## src/rtl/cordic_pkg.sv

```systemverilog
// Shared CORDIC definitions: state encodings, datapath widths and the
// arctangent table (also used by the rotation-mode core).
package cordic_pkg;

    localparam int unsigned ITER = 6;   // CORDIC iterations / angle table entries
    localparam int unsigned IW   = 8;   // internal x/y width: 6 data + 2 guard bits
    localparam int unsigned ZW   = 7;   // internal angle accumulator width
    localparam int unsigned DW   = 6;   // operand / result width on the pins

    // Start value of x for the rotation core (1/K in din units).
    localparam logic [IW-1:0] X0 = 8'd19;

    typedef enum logic [1:0] {
        StIdle = 2'd0,  // reset / x sampling; exit edge captures y
        StCalc = 2'd1,
        StDone = 2'd2,
        StGain = 2'd3
    } state_e;

    // atan(2^-i) in units of 180/62 degrees.
    function automatic logic [ZW-1:0] angle_lut(input logic [2:0] idx);
        logic [ZW-1:0] a;
        case (idx)
            3'd0:    a = 7'd16;
            3'd1:    a = 7'd9;
            3'd2:    a = 7'd5;
            3'd3:    a = 7'd2;
            3'd4:    a = 7'd1;
            3'd5:    a = 7'd1;
            default: a = 7'd0;
        endcase
        return a;
    endfunction

endpackage

```

## src/rtl/cordic_stage_vec.sv

```systemverilog
// One vectoring-mode CORDIC iteration: drives y towards zero and
// accumulates the rotated angle in z. Purely combinational.
module cordic_stage_vec
    import cordic_pkg::*;
(
    input  logic signed [IW-1:0] x_i,
    input  logic signed [IW-1:0] y_i,
    input  logic signed [ZW-1:0] z_i,
    input  logic        [2:0]    i_i,
    input  logic signed [ZW-1:0] a_i,
    output logic signed [IW-1:0] x_o,
    output logic signed [IW-1:0] y_o,
    output logic signed [ZW-1:0] z_o
);

    logic signed [IW-1:0] x_sh;
    logic signed [IW-1:0] y_sh;

    // Rotate against the sign of y; both updates use the incoming values.
    always_comb begin
        x_sh = x_i >>> i_i;
        y_sh = y_i >>> i_i;
        if (y_i[IW-1]) begin
            x_o = x_i - y_sh;
            y_o = y_i + x_sh;
            z_o = z_i - a_i;
        end else begin
            x_o = x_i + y_sh;
            y_o = y_i - x_sh;
            z_o = z_i + a_i;
        end
    end

endmodule

```

## src/rtl/cordic_vectoring_6b.sv

```systemverilog
// Iterative 6-bit vectoring CORDIC: (x, y) -> atan(y/x) and magnitude,
// streamed as alternating angle/magnitude words once done.
// Optional macro GAIN_COMP_EN adds one cycle that removes the CORDIC gain
// from the magnitude.
module cordic_vectoring_6b
    import cordic_pkg::*;
(
    input  logic          clk_i,
    input  logic          reset_i,
    input  logic [DW-1:0] din_i,
    output logic          done_o,
    output logic          phase_o,
    output logic [DW-1:0] dout_o
);

    state_e               state_q;
    logic signed [IW-1:0] x_q;
    logic signed [IW-1:0] y_q;
    logic signed [ZW-1:0] z_q;
    logic        [2:0]    i_q;
    logic                 done_q;
    logic                 phase_q;
    logic        [DW-1:0] dout_q;

    logic signed [IW-1:0] din_ext;
    logic signed [IW-1:0] x_s;
    logic signed [IW-1:0] y_s;
    logic signed [ZW-1:0] z_s;
    logic        [DW-1:0] angle_sat;
    logic        [DW-1:0] mag_sat;

    assign din_ext = {{(IW-DW){din_i[DW-1]}}, din_i};

    cordic_stage_vec u_stage (
        .x_i (x_q),
        .y_i (y_q),
        .z_i (z_q),
        .i_i (i_q),
        .a_i (angle_lut(i_q)),
        .x_o (x_s),
        .y_o (y_s),
        .z_o (z_s)
    );

`ifdef GAIN_COMP_EN
    logic signed [IW-1:0] x_gain;

    // x * (1/2 + 1/8 - 1/64) ~= x / K
    always_comb begin
        x_gain = (x_q >>> 1) + (x_q >>> 3) - (x_q >>> 6);
    end
`endif

    // Saturate angle to signed 6 bits and magnitude to unsigned 6 bits.
    always_comb begin
        if (z_q > 7'sd31) begin
            angle_sat = 6'd31;
        end else if (z_q < -7'sd32) begin
            angle_sat = 6'd32;
        end else begin
            angle_sat = z_q[DW-1:0];
        end
        if (x_q[IW-1:DW] != '0) begin
            mag_sat = 6'd63;
        end else begin
            mag_sat = x_q[DW-1:0];
        end
    end

    // FSM, datapath registers and the registered output serializer.
    always_ff @(posedge clk_i) begin
        if (reset_i) begin
            state_q <= StIdle;
            x_q     <= din_ext;
            y_q     <= '0;
            z_q     <= '0;
            i_q     <= '0;
            done_q  <= 1'b0;
            phase_q <= 1'b0;
            dout_q  <= '0;
        end else begin
            case (state_q)
                StIdle: begin
                    // Left half-plane: pre-rotate by 180 degrees.
                    if (x_q[IW-1]) begin
                        x_q <= -x_q;
                        y_q <= -din_ext;
                    end else begin
                        y_q <= din_ext;
                    end
                    i_q     <= '0;
                    state_q <= StCalc;
                end
                StCalc: begin
                    x_q <= x_s;
                    y_q <= y_s;
                    z_q <= z_s;
                    i_q <= i_q + 3'd1;
                    if (i_q == 3'(ITER - 1)) begin
`ifdef GAIN_COMP_EN
                        state_q <= StGain;
`else
                        state_q <= StDone;
`endif
                    end
                end
`ifdef GAIN_COMP_EN
                StGain: begin
                    x_q     <= x_gain;
                    state_q <= StDone;
                end
`endif
                StDone: begin
                    if (!done_q) begin
                        done_q  <= 1'b1;
                        phase_q <= 1'b0;
                        dout_q  <= angle_sat;
                    end else begin
                        phase_q <= ~phase_q;
                        dout_q  <= phase_q ? angle_sat : mag_sat;
                    end
                end
                default: state_q <= StIdle;
            endcase
        end
    end

    assign done_o  = done_q;
    assign phase_o = phase_q;
    assign dout_o  = dout_q;

endmodule

```

## config.mk

```make
export PLATFORM = sky130hd
export DESIGN_NAME = cordic_vectoring_6b
export DESIGN_NICKNAME = d
export VERILOG_FILES = /design/src/rtl/cordic_pkg.sv /design/src/rtl/cordic_stage_vec.sv /design/src/rtl/cordic_vectoring_6b.sv
export SDC_FILE = /design/constraint.sdc
export NUM_CORES = 1
export LEC_CHECK = 0
export BUFFER_PORTS_ARGS = -buffer_cell sky130_fd_sc_hd__clkbuf_2
export CAP_MARGIN = 20
export CORE_MARGIN = 2
export CORE_UTILIZATION = 60
export CTS_CLUSTER_DIAMETER = 120
export DETAILED_ROUTE_END_ITERATION = 7
export PLACE_DENSITY = 0.78
export RECOVER_POWER = 50
export SETUP_SLACK_MARGIN = 0.4
export SLEW_MARGIN = 5
export SYNTH_ARGS = -nofsm -noshare
export SYNTH_HDL_FRONTEND = slang
export SYNTH_HIERARCHICAL = 1
export SYNTH_SLANG_ARGS = --single-unit
```

## constraint.sdc

```tcl
create_clock -name clk_i -period 8 [get_ports clk_i]
set_input_delay 1.6 -clock clk_i [delete_from_list [all_inputs] [get_ports clk_i]]
set_output_delay 1.6 -clock clk_i [all_outputs]
set_load 0.005 [all_outputs]
```

After elaboration in Yosys (flattened, before gate mapping)
Cells that the tools add are included.

storage, ports and cells
  ROM bits = 0
  input bits = 8
  output and inout port bits = 8
  memories = 0
  bits in latches = 0
  register bits after elaboration = 36
  bits in writable memories = 0

cells by class
  reduce and logical (&&, ||, !) cells = 8
  divide/modulo/power cells = 0
  equality and inequality tests = 9
  mux-type cells = 18
  shift-type cells = 2
  $lt $le $gt $ge = 2
  add/sub/neg operators = 9
  multiply operators = 0
  bitwise gates (word level) = 2

operator list
  operator                                                                          number
  8-bit two-way mux                                                                 5
  8-bit one-hot mux with 2 select lines                                             2
  6-bit two-way mux                                                                 5
  5-bit one-hot mux with 5 select lines                                             1
  8-bit adder                                                                       2
  8-bit by 3-bit >>> shifter with 8-bit output                                      2
  8-bit subtractor                                                                  2
  6-bit negator with 8-bit output                                                   1
  8-bit negator                                                                     1
  7-bit by 6-bit adder with 7-bit output                                            1
  7-bit by 6-bit greater-than comparator with 1-bit output (second input constant)  1
  7-bit by 6-bit < comparator with 1-bit output (second input constant)             1
  7-bit two-way mux                                                                 1
  7-bit by 6-bit subtractor with 7-bit output                                       1
  3-bit by 2-bit == test with 1-bit output (second input constant)                  2
  3-bit == test (second input constant)                                             2
  2-bit one-hot mux with 3 select lines                                             1
  3-bit one-hot mux with 2 select lines                                             1
  2-bit AND reduction                                                               2
  2-bit nonzero test                                                                2
  3-bit by 1-bit adder with 3-bit output (second input constant)                    1
  3-bit by 1-bit == test with 1-bit output (second input constant)                  1
  3-bit logical NOT                                                                 1
  3-bit != test (second input constant)                                             1
  other kinds (9)                                                                   10

Depth between registers and ports, before layout
  depth after elaboration = 5
  mapped depth = 20

Modules after synthesis
The synthesis kept the hierarchy.

by module, submodules not included
  module               cells an instance  area an instance (µm²)  sequential area each (µm²)  times used
  cordic_vectoring_6b  234                1936.9                  800.8                       1
  cordic_stage_vec     224                1789.2                  0.0                         1

Worst setup path before layout
OpenSTA, ideal clock, no wires.

  kind = register -> register
  from = register i_q[1]
  to = register x_q[7] (data pin)
  setup slack = 4.402 ns
  required time = 7.739 ns
  setup time = 0.261 ns
  data arrival time = 3.337 ns
  cell stages (with the launch flop) = 14
  clock period less this slack = 3.598 ns
  cell sequence = dfxtp_1 mux4_1 mux2_2 inv_1 ha_1 mux2i_1 ha_1 nor2b_1 o21ai_0 a21oi_1 o41ai_1 xor3_1 a21oi_1 a21oi_1

between the ends
  longest elaborated chain between the ends = 5
  elaborated cells on any way between the ends = 6
  those cells by class = add/sub (2); shift (1); mux (3)

ends and longest elaborated chain
  item                                                    RTL line                                        text
  start: declaration                                      cordic_vectoring_6b.sv:20                       logic [2:0] i_q;
  start signal: assignment                                cordic_vectoring_6b.sv:98                       i_q <= i_q + 3'd1;
  8-bit by 3-bit >>> shifter with 8-bit output (*)        cordic_stage_vec.sv:22                          y_sh = y_i >>> i_i;
  8-bit adder / 8-bit subtractor (equally long branches)  cordic_stage_vec.sv:28, cordic_stage_vec.sv:24
  8-bit two-way mux (*)                                   cordic_stage_vec.sv:23                          if (y_i[IW-1]) begin
  net x_s[7]                                              cordic_vectoring_6b.sv:26                       logic signed [IW-1:0] x_s;
  8-bit one-hot mux with 2 select lines (*)               cordic_vectoring_6b.sv:82                       case (state_q)
  8-bit two-way mux (*)                                   cordic_vectoring_6b.sv:72                       if (reset_i) begin
  end signal: assignment                                  cordic_vectoring_6b.sv:74                       x_q <= din_ext;
  end signal: assignment                                  cordic_vectoring_6b.sv:86                       x_q <= -x_q;
  end signal: assignment                                  cordic_vectoring_6b.sv:95                       x_q <= x_s;
  end: declaration                                        cordic_vectoring_6b.sv:17                       logic signed [IW-1:0] x_q;

The timed path passes the listed nets; every way through them passes the cells marked *.
A chain may end at the register's enable or synchronous reset.

Final worst setup path
Ends and elaborated chain as after synthesis.

==> run summary <==
status - complete, but fails checks
failing checks - capacitance limit, slew limit
Clock Skew - 0.00856 ns
Critical Path Sink Type - flop
Sw Share - 46.7%
critical path class - reg2reg
CP Capture Point - x_q[7]
setup slack after layout - 3.53 ns
synth cell count leaders - a21oi_1, nand2_1, nor2_1, ha_1, inv_1
Synth Area per Inst - 8.14 sq um
post-cts resize count - 0
power consumption - 1630 uW
TritonCTS clock tree - done
power density cells - 416 nW/um^2
Final Hold Fails - 0
Initial Util - 62.6%
layout cells sized above 1 - 7.81%
gpl congestion - 0.910
most used cell, CP - a21oi_1
dpl hpwl - 6830 um
Power Internal - 868 uW
multi-input combinational cell area - 2690 sq um
Routed Antenna Nets - 0
wire per inst - 17.5 um
R2R Setup Slk - 3.53 ns
Max Clk Rate - 224 MHz
worst path cell trace - mux4_1 > mux2_2 > inv_1 > ha_1 > mux2i_1 > ha_1 > nor2b_1 > o21ai_0 > a21oi_1 > o41ai_1 > xor3_1 > a21oi_1 > a21oi_1
ANT cells - 0
I/O Buffers - 15
worst r2r dst - x_q[7]
Num Clock Sinks - 36
Die Wd - 82.8 um
fin. max-slew vios - 42
clk_lat worst skew - 0.30 ns
Design Area, Final - 3910 sq um
EDFF count, synth - 8
main flop type after synthesis - dfxtp_1
Ports - 16
VDD IR-drop max - 0.255 mV
top-count cell post-synth - a21oi_1
Combinational Power Share - 68.0%
final setup TNS - 0 ns
Crit path largest cell delay - 1.04 ns
startpoint types - flop
DRC violations left - 0
cts bufs inserted - 5
vias in the first global route - 3,169
Seq pwr share - 21.6%
reg2reg path depth - 13
postcts setup bufs - 0
clock buffer depth - 2
Fillers - 517
area grow syn2layout - 4.97%
initial antenna violation count - 0
Pleak - 0.00158 uW
fin crit period - 4.47 ns
Overflow after GRT - 0
max cap viols - 1
largest net degree at the start of global routing - 42
Seq cells post-synth - 36
RSZ-0062 raised after global routing - false
first-pass iteration count of the detailed router - 5
Setup WS pre-CTS - 3.58 ns
Setup Viol. Count Final - 0
sequential cell area - 801 sq um
Unique masters post-synth - 70
sequential area share after synthesis - 21.5%
Tcrit/Tclk final - 55.8%
share of the synthesized area in the top cell type - 15.0%
crit path from - i_q[1]
die area - 6860 sq um
H-tree Lvls - 2
via/cell ratio - 6.24
global router's overall resource usage - 27.5%
vias - 3,342
First DRT Iteration DRCs - 258
Sw Pwr - 759 uW
Mapped Area - 3730 sq um
launching point of the worst reg2reg path - i_q[1]
leading area contributor after synthesis - dfxtp_1
Layout Nets - 501
drt total wl - 9370 um
slowest CP cell - dfxtp_1
core area - 5960 sq um
Yosys warnings - 6
slew margin rel. - -19.6%
clock-pin transition on the worst setup and hold timing paths - 0.08 ns
Crit Path Max Fanout - 28
CTS Hold Bufs - 0
placed cell area - 3800 sq um
hold crit path type - reg2reg
cell count after synthesis - 458
ranking of synthesized cells by area - dfxtp_1, ha_1, a21oi_1
Clk pwr share - 10.3%
Post-synth ARST share - 0%
Vert. Die Dim - 82.8 um
Worst Path Arrival - 4.52 ns
Critical Path RT - 8.06 ns
FP Rows - 28
Worst Tran Pin Value - 1.79 ns
first-pass GRT wire length - 15,500 um
clk root buf - clkbuf_8
## power groups by stage
stage	Clock, uW	Combinational, uW	Sequential [uW]
global route	179	1220	359
global placement	0	1060	350
detailed placement	0	1090	352
CTS	168	1100	349
floorplan	0	894	304
finish	168	1110	352
## kinds of logic after synthesis
family,Yosys count,synth area share [%]
buffers and inverters,56,6.65
XOR/XNOR,36,8.87
AND/OR/NAND/NOR,139,18.2
multiplexers,29,10.0
other,1,0.101
AO/OA/AOI/OAI,123,21.7
flip-flops,36,21.5
adder cells (fa/ha/maj),38,13.0
## cell type report
class / instances / share of cell area [%]
Multi-Input combinational cell: 368 / 68.7
Sequential cell: 36 / 20.5
Clock buffer: 8 / 3.10
Inverter: 30 / 2.88
Timing Repair Buffer: 19 / 2.50
Tap cell: 75 / 2.40
## cell usage in the layout (no fill, tap or decap), drive strengths merged, types with 5 or more instances in the layout
cell,count
a21oi,48
nand2,42
nor2,39
inv,30
ha,30
dfxtp,28
xnor2,27
clkbuf,23
mux2i,17
o21ai,16
nor2b,15
nor3,15
a21o,9
xor2,8
edfxtp,8
nand2b,7
mux2,7
o22ai,6
o221ai,6
maj3,5
mux4,5
## critical path: cells and delay by family (launching register included)
| kind | cells | cell delay [ns] |
|---|---|---|
| muxes | 3 | 1.20 |
| DFF | 1 | 1.04 |
| AOI/OAI and AO/OA | 5 | 0.92 |
| adders and majority gates | 2 | 0.50 |
| xor gates and xnor gates | 1 | 0.39 |
| and+or+nand+nor | 1 | 0.12 |
| buffers and inverters | 1 | 0.07 |
## per-layer routing
metal	wire length [um]	GRT usage, %	part of all wire (%)	up-vias
li1	-	-	-	1636
met5	0	0	0	-
met2	4580	46.5	49	98
met1	4210	37.1	45	1598
met4	77	5.22	0.82	0
met3	497	4.87	5.3	10
## worst min-delay path by stage
stage	slack, ns	startpoint	cells past startpoint	endpoint
after floorplan	0.45	dout_o[5]	2	dout_o[5]
after global placement	0.44	dout_o[5]	2	dout_o[5]
after detailed placement	0.45	dout_o[5]	2	dout_o[5]
after CTS	0.46	dout_o[5]	2	dout_o[5]
after global routing	0.49	dout_o[1]	2	dout_o[1]
final	0.46	dout_o[5]	2	dout_o[5]
## flip-flops by register name, summed over array words and instances, names as in the netlist
register and count:
done_o 1, phase_o 1, z_q 7, dout_o 6, y_q 8, state_q 2, i_q 3, x_q 8
## through the flow
step,hold slack (ns),utilization (%),std cells
after CTS,0.456,65.8,536
after floorplan,0.448,-,460
after global routing,0.495,65.7,536
after detailed placement,0.446,63.8,528
final,0.456,65.7,536
after global placement,0.441,63.8,528
(Power assumes the default switching activity.)
